<file path="src/rtl/mem_arb_pkg.sv">
// Shared types and helpers for the memory arbiter.
package mem_arb_pkg;

   // Widest channel count the one-hot decoder handles.
   localparam int MAX_CH = 64;

   typedef enum logic {
      IDLE = 1'b0,
      BUSY = 1'b1
   } arb_state_t;

   // Channel ID width; never narrower than one bit.
   function automatic int ch_width(input int n);
      return (n < 2) ? 1 : $clog2(n);
   endfunction

   // Index of the set bit of a one-hot vector (0 when no bit is set).
   function automatic int onehot_to_index(input logic [MAX_CH-1:0] onehot);
      int idx;
      idx = 0;
      for (int i = 0; i < MAX_CH; i++) begin
         if (onehot[i]) idx = i;
      end
      return idx;
   endfunction

endpackage

</file>
<file path="src/rtl/arb_tag_fifo.sv">
// In-order tag queue: remembers which channel issued each outstanding read.
// Pop when empty is ignored; push when full only lands if a pop frees the slot
// in the same cycle.
module arb_tag_fifo #(
   parameter int WIDTH = 2,
   parameter int DEPTH = 8
) (
   input  logic                     clock,
   input  logic                     reset_n,
   input  logic                     push,
   input  logic [WIDTH-1:0]         push_data,
   input  logic                     pop,
   output logic [WIDTH-1:0]         pop_data,
   output logic                     full,
   output logic                     empty,
   output logic [$clog2(DEPTH):0]   count
);
   localparam int PTR_WIDTH = $clog2(DEPTH);
   localparam int CNT_WIDTH = PTR_WIDTH + 1;

   logic [WIDTH-1:0]     slots [DEPTH];
   logic [PTR_WIDTH-1:0] wr_ptr;
   logic [PTR_WIDTH-1:0] rd_ptr;
   logic                 do_push;
   logic                 do_pop;

   assign empty    = (count == '0);
   assign full     = (count == CNT_WIDTH'(DEPTH));
   assign do_pop   = pop & ~empty;
   assign do_push  = push & (~full | do_pop);
   assign pop_data = slots[rd_ptr];

   // Pointer and occupancy bookkeeping.
   always_ff @(posedge clock or negedge reset_n) begin
      if (!reset_n) begin
         wr_ptr <= '0;
         rd_ptr <= '0;
         count  <= '0;
      end else begin
         if (do_push) wr_ptr <= wr_ptr + PTR_WIDTH'(1);
         if (do_pop)  rd_ptr <= rd_ptr + PTR_WIDTH'(1);
         case ({do_push, do_pop})
            2'b10:   count <= count + CNT_WIDTH'(1);
            2'b01:   count <= count - CNT_WIDTH'(1);
            default: count <= count;
         endcase
      end
   end

   // Tag storage; contents are only meaningful between the pointers.
   always_ff @(posedge clock) begin
      if (do_push) slots[wr_ptr] <= push_data;
   end

endmodule

</file>
<file path="src/rtl/mem_arbiter.sv">
// N-channel memory arbiter: grants one requester per bus transaction,
// forwards its command and routes read data back in issue order.
// Build option: ARB_ROUND_ROBIN_EN selects round-robin arbitration starting
// after the last accepted channel; without it the lowest eligible index wins.
// Handshake: a channel holds read or write with stable address/data until its
// ch_waitrequest is low; the command is accepted in that cycle.
module mem_arbiter
   import mem_arb_pkg::*;
#(
   parameter int N_CH        = 4,
   parameter int ADDR_WIDTH  = 20,
   parameter int DATA_WIDTH  = 16,
   parameter int BE_WIDTH    = DATA_WIDTH / 8,
   parameter int MAX_PENDING = 8
) (
   input  logic                         clock,
   input  logic                         reset_n,
   input  logic [N_CH*ADDR_WIDTH-1:0]   ch_address,
   input  logic [N_CH*BE_WIDTH-1:0]     ch_byteenable,
   input  logic [N_CH-1:0]              ch_read,
   input  logic [N_CH-1:0]              ch_write,
   input  logic [N_CH*DATA_WIDTH-1:0]   ch_writedata,
   output logic [N_CH-1:0]              ch_waitrequest,
   output logic [DATA_WIDTH-1:0]        ch_readdata,
   output logic [N_CH-1:0]              ch_readdataready,
   output logic [ADDR_WIDTH-1:0]        mem_address,
   output logic [BE_WIDTH-1:0]          mem_byteenable,
   output logic [DATA_WIDTH-1:0]        mem_writedata,
   output logic                         mem_read,
   output logic                         mem_write,
   input  logic [DATA_WIDTH-1:0]        mem_readdata,
   input  logic                         mem_readdataready,
   input  logic                         mem_waitrequest,
   output logic [$clog2(MAX_PENDING):0] pending_count,
   output logic                         err_orphan,
   output arb_state_t                   state
);
   localparam int CH_WIDTH = ch_width(N_CH);

   arb_state_t            state_r, state_d;
   logic [CH_WIDTH-1:0]   grant, grant_d, sel, tag_head;
   logic [N_CH-1:0]       eligible, rot;
   logic [MAX_CH-1:0]     oh_wide;
   int                    pick;
   logic                  tag_full, tag_empty, tag_push;
   logic                  g_read, g_write;

   assign state    = state_r;
   assign eligible = (ch_read & {N_CH{~tag_full}}) | ch_write;
   assign g_read   = ch_read[grant];
   assign g_write  = ch_write[grant];

`ifdef ARB_ROUND_ROBIN_EN
   logic [CH_WIDTH-1:0] rr_ptr;
   logic                accept;

   assign accept = (state_r == BUSY) && (g_read || g_write) && !mem_waitrequest;

   // Round-robin pointer remembers the last accepted channel.
   always_ff @(posedge clock or negedge reset_n) begin
      if (!reset_n)    rr_ptr <= CH_WIDTH'(N_CH - 1);
      else if (accept) rr_ptr <= grant;
   end
`endif

   // Winner selection: rotate so the search origin sits at bit 0, take the
   // lowest set bit, then undo the rotation.
   always_comb begin
      rot     = eligible;
      oh_wide = '0;
`ifdef ARB_ROUND_ROBIN_EN
      rot = N_CH'({eligible, eligible} >> ({1'b0, rr_ptr} + (CH_WIDTH+1)'(1)));
`endif
      oh_wide[N_CH-1:0] = rot & (~rot + N_CH'(1));
      pick = onehot_to_index(oh_wide);
`ifdef ARB_ROUND_ROBIN_EN
      pick = pick + int'(rr_ptr) + 1;
      if (pick >= N_CH) pick = pick - N_CH;
`endif
      sel = CH_WIDTH'(pick);
   end

   // FSM state and grant registers.
   always_ff @(posedge clock or negedge reset_n) begin
      if (!reset_n) begin
         state_r <= IDLE;
         grant   <= '0;
      end else begin
         state_r <= state_d;
         grant   <= grant_d;
      end
   end

   // Next state plus the muxed memory command; mem_* stay zero outside BUSY.
   always_comb begin
      state_d        = state_r;
      grant_d        = grant;
      tag_push       = 1'b0;
      ch_waitrequest = '1;
      mem_address    = '0;
      mem_byteenable = '0;
      mem_writedata  = '0;
      mem_read       = 1'b0;
      mem_write      = 1'b0;
      case (state_r)
         IDLE: begin
            if (|eligible) begin
               grant_d = sel;
               state_d = BUSY;
            end
         end
         BUSY: begin
            mem_address           = ch_address[int'(grant)*ADDR_WIDTH +: ADDR_WIDTH];
            mem_byteenable        = ch_byteenable[int'(grant)*BE_WIDTH +: BE_WIDTH];
            mem_writedata         = ch_writedata[int'(grant)*DATA_WIDTH +: DATA_WIDTH];
            mem_read              = g_read;
            mem_write             = g_write & ~g_read;
            ch_waitrequest[grant] = mem_waitrequest;
            if (!(g_read || g_write)) begin
               // Requester abandoned its command: nothing goes to memory.
               state_d = IDLE;
            end else if (!mem_waitrequest) begin
               tag_push = g_read;
               state_d  = IDLE;
            end
         end
         default: state_d = IDLE;
      endcase
   end

   // Return routing: the queue head names the channel owning this beat.
   always_comb begin
      ch_readdataready = '0;
      if (mem_readdataready && !tag_empty) ch_readdataready[tag_head] = 1'b1;
   end

   assign ch_readdata = mem_readdata;

   // Sticky flag for read data that no outstanding read can own.
   always_ff @(posedge clock or negedge reset_n) begin
      if (!reset_n)                             err_orphan <= 1'b0;
      else if (mem_readdataready && tag_empty)  err_orphan <= 1'b1;
   end

   arb_tag_fifo #(
      .WIDTH (CH_WIDTH),
      .DEPTH (MAX_PENDING)
   ) u_tags (
      .clock     (clock),
      .reset_n   (reset_n),
      .push      (tag_push),
      .push_data (grant),
      .pop       (mem_readdataready),
      .pop_data  (tag_head),
      .full      (tag_full),
      .empty     (tag_empty),
      .count     (pending_count)
   );

endmodule
</file>
<file path="config.mk">
export PLATFORM = sky130hd
export DESIGN_NAME = mem_arbiter
export DESIGN_NICKNAME = d
export VERILOG_FILES = /design/src/rtl/mem_arb_pkg.sv /design/src/rtl/arb_tag_fifo.sv /design/src/rtl/mem_arbiter.sv
export SDC_FILE = /design/constraint.sdc
export NUM_CORES = 1
export LEC_CHECK = 0
export CAP_MARGIN = 15
export CORE_ASPECT_RATIO = 1.1
export CORE_MARGIN = 10
export CORE_UTILIZATION = 35
export DETAILED_ROUTE_END_ITERATION = 8
export PLACE_DENSITY_LB_ADDON = 0.2
export SLEW_MARGIN = 10
export SYNTH_ARGS = -nofsm -noshare
export SYNTH_HDL_FRONTEND = slang
export SYNTH_SLANG_ARGS = --single-unit
</file>
<file path="constraint.sdc">
create_clock -name clock -period 5.7 [get_ports clock]
set_input_delay 1.14 -clock clock [delete_from_list [all_inputs] [get_ports clock]]
set_output_delay 1.14 -clock clock [all_outputs]
set_load 0.02 [all_outputs]
</file>
==> flow_summary.json <==
{
  "status": "complete, no violations",
  "stdcell_area_mm2": 0.00505,
  "comb_power_share": 0.734,
  "slowest_delay_ps": 620,
  "synth_cells": 228,
  "switching_share": 0.421,
  "synth_top_area_cell": "mux4_2",
  "multiInputGateArea_mm2": 0.00177,
  "slowest_stage": "clkdlybuf4s50_1",
  "synth_area_mm2": 0.00283,
  "synthDistinctLibCells": 40,
  "antenna_cells": 0,
  "synthMuxAreaShare": 0.375,
  "synth_top_family_by_area": "multiplexers",
  "min_period_ps": 4070,
  "fin_ws_ps": 1630,
  "skew_ps": 3.64,
  "first_global_vias": 3035,
  "clk_pin_slew_ps": 60,
  "placementRows": 34,
  "cts_tree": "built",
  "ant_nets": 0,
  "finalWirelength_mm": 12.2,
  "yosys.area.top_type_share": 0.350,
  "cp-start-kind": "input pin",
  "drcViolationCount": 0,
  "p_leak_uw": 0.00183,
  "critPathMaxFanout": 6,
  "p_per_area_mw_per_mm2": 460,
  "setup_viol": 0,
  "path_cells": "clkdlybuf4s50_1 -> mux4_2 -> nor2_1 -> clkdlybuf4s50_1",
  "fillers": 640,
  "io_pins": 250,
  "cts-buffers-inserted": 5,
  "hold_class": "reg2reg",
  "top_layer_used": "met4",
  "period_share": 0.714,
  "cpMostUsedCell": "clkdlybuf4s50_1",
  "clk_latency_ps": 270,
  "ys_top_cells_by_area": "mux4_2 (35%), edfxtp_1 (17%), dfrtp_1 (12%)",
  "cts-resized-gates": 0,
  "ys_seq_area_frac": 0.293,
  "clk_path_buf_depth": 2,
  "worst-endpoint-arrival_ps": 2930,
  "placed_area_mm2": 0.00495,
  "r2r_end": "u_tags.count[3]$_DFFE_PN0P_",
  "synth_seq_cells": 30,
  "synth-xor-area-share": 0.0217,
  "worstMarginPinSlew_ps": 1080,
  "die_h_um": 114,
  "hold_path_depth": 1,
  "r2r_cells": 9,
  "grt_max_degree": 54,
  "synthToLayoutAreaGrowth_pct": 78.2,
  "vias": 2731,
  "dr.pass1.iters": 4,
  "grt_overflow": 0,
  "worstSetupStartpoint": "ch_read[3]",
  "gp_congestion": 0.864,
  "rrSetupSlack_ps": 2590,
  "htreeDepth": 2,
  "dieArea_mm2": 0.0121,
  "fp.dieW_um": 106,
  "drive_above_1_share": 0.147,
  "wl_per_cell_um": 23.1,
  "cts_sinks": 30,
  "synth-adder-area-share": 0.0247,
  "rsz0062_at_grt": "no",
  "grt_pass1_wl_mm": 17.8,
  "post_cts_buffers": 0,
  "worstPathRequired_ps": 4560,
  "core_mm2": 0.00791,
  "slew_headroom": 0.281,
  "synth_fp_nets": 413,
  "hold_viol": 0,
  "place_ws_ps": 1630,
  "wl_met2_mm": 6.41,
  "antenna_found_initial": 0,
  "drv_cap": 0,
  "synth-simple-area-share": 0.154,
  "vdd_drop_max_uv": 209,
  "endpoint": "mem_write",
  "start_util": 0.358,
  "maxSlewViolCount": 0,
  "nets": 605,
  "avgSynthCellArea_um2": 12.4,
  "io_buffer_count": 217,
  "cts_root_buf": "clkbuf_8",
  "viasPerCell": 5.16,
  "power_switching_uw": 979,
  "final-seq-area_um2": 833,
  "r2r-start": "grant[0]$_DFFE_PN0P_",
  "met1Wirelength_mm": 4.21,
  "track_usage": 0.193,
  "wl_met3_mm": 1.30,
  "critical_path_class": "in2out",
  "power.share.clock": 0.071,
  "synth_compound_area_frac": 0.0513,
  "yosys_warnings": 0,
  "fmax_mhz": 246,
  "hold_buffers": 0,
  "sequentialPowerShare": 0.195,
  "dr.first_iter.drc_count": 76,
  "worstSetupEndpointType": "output pin",
  "p_int_uw": 1340,
  "hpwlAfterDp_mm": 10.7,
  "fin_tns_setup_ps": 0
}
[worst max-delay path, delay by kind of cell]
family / cells / cell delay, ps
buffers and inverters: 2 / 1080
muxes: 1 / 580
and+or+nand+nor: 1 / 140
[per-layer routing]
layer,global-route usage,up-vias
li1,-,1237
met1,0.203,1312
met2,0.338,163
met3,0.0884,19
met4,0.0551,0
met5,0,-
[state kept, by name (all words and copies together) (netlist names)]
signal	flops
u_tags.rd_ptr	3
grant	2
u_tags.wr_ptr	3
u_tags.slots	16
u_tags.count	4
state	1
err_orphan	1
[worst min path at each step]
stage | startpoint | endpoint
floorplan | u_tags.rd_ptr[2]$_DFFE_PN0P_ | u_tags.rd_ptr[2]$_DFFE_PN0P_
global placement | err_orphan$_DFFE_PN0P_ | err_orphan$_DFFE_PN0P_
detailed placement | err_orphan$_DFFE_PN0P_ | err_orphan$_DFFE_PN0P_
CTS | err_orphan$_DFFE_PN0P_ | err_orphan$_DFFE_PN0P_
global route | err_orphan$_DFFE_PN0P_ | err_orphan$_DFFE_PN0P_
finish | err_orphan$_DFFE_PN0P_ | err_orphan$_DFFE_PN0P_
[through the flow]
stage | hold WS (ps) | power (µW) | instances | utilization
CTS | 461 | 2350 | 529 | 0.638
global route | 482 | 2470 | 529 | 0.638
finish | 455 | 2320 | 529 | 0.638
floorplan | 504 | 1480 | 228 | -
detailed placement | 447 | 2180 | 521 | 0.626
global placement | 439 | 2160 | 521 | 0.626
[layout make-up]
| cell class | count | area share |
|---|---|---|
| clock inverters | 1 | 0.000992 |
| multi-input cells | 157 | 0.351 |
| clock buffers | 7 | 0.0171 |
| flip-flops and latches | 30 | 0.165 |
| inverters | 7 | 0.00521 |
| repair buffers | 219 | 0.433 |
| well taps | 108 | 0.0268 |
[power groups by stage]
stage	logic, µW	clock network [µW]	registers [µW]
finish	1710	166	452
global route	1820	182	467
CTS	1730	172	454
detailed placement	1720	0	458
global placement	1710	0	454
floorplan	1080	0	400
[layout by cell type (no fill, tap or decap), types with 2 or more instances in the layout]
master,instances
clkdlybuf4s50_1,217
mux4_2,44
and2_1,39
edfxtp_1,16
dfrtp_1,12
nand2_1,9
nor2_1,8
inv_1,7
xnor2_1,6
clkbuf_8,6
nor3_1,5
mux2i_1,4
a21oi_1,4
ha_1,4
a21o_1,3
nand3_1,3
nor2b_1,2
nor4_1,2
nand3b_1,2
nand2b_1,2
a211o_1,2
mux2_4,2
dfrtp_2,2
buf_4,2
[kinds of logic (layout without fill, tap and decap cells)]
family                   after synthesis  in the layout
multiplexers                          50             50
buffers and inverters                 41            234
adder cells (fa/ha/maj)                5              5
flip-flops                            30             30
XOR/XNOR                               7              7
AO/OA/AOI/OAI                         18             18
AND/OR/NAND/NOR                       77             77
[cell usage after synthesis (all sizes together)]
cell type,count
a211o,2
a21boi,1
a21o,3
a21oi,4
and2,39
and3,1
buf,22
clkbuf,12
dfrtp,14
edfxtp,16
fa,1
ha,4
inv,7
mux2,2
mux2i,4
mux4,44
nand2,10
nand2b,2
nand3,3
nand3b,2
nor2,8
nor2b,2
nor3,5
nor4,2
o2111ai,1
o211ai,2
o21a,1
o21ai,1
o22ai,1
o31ai,1
o41ai,1
or2,2
or4b,1
xnor2,6
xor2,1
No activity file was read; power rests on OpenSTA's default activity.
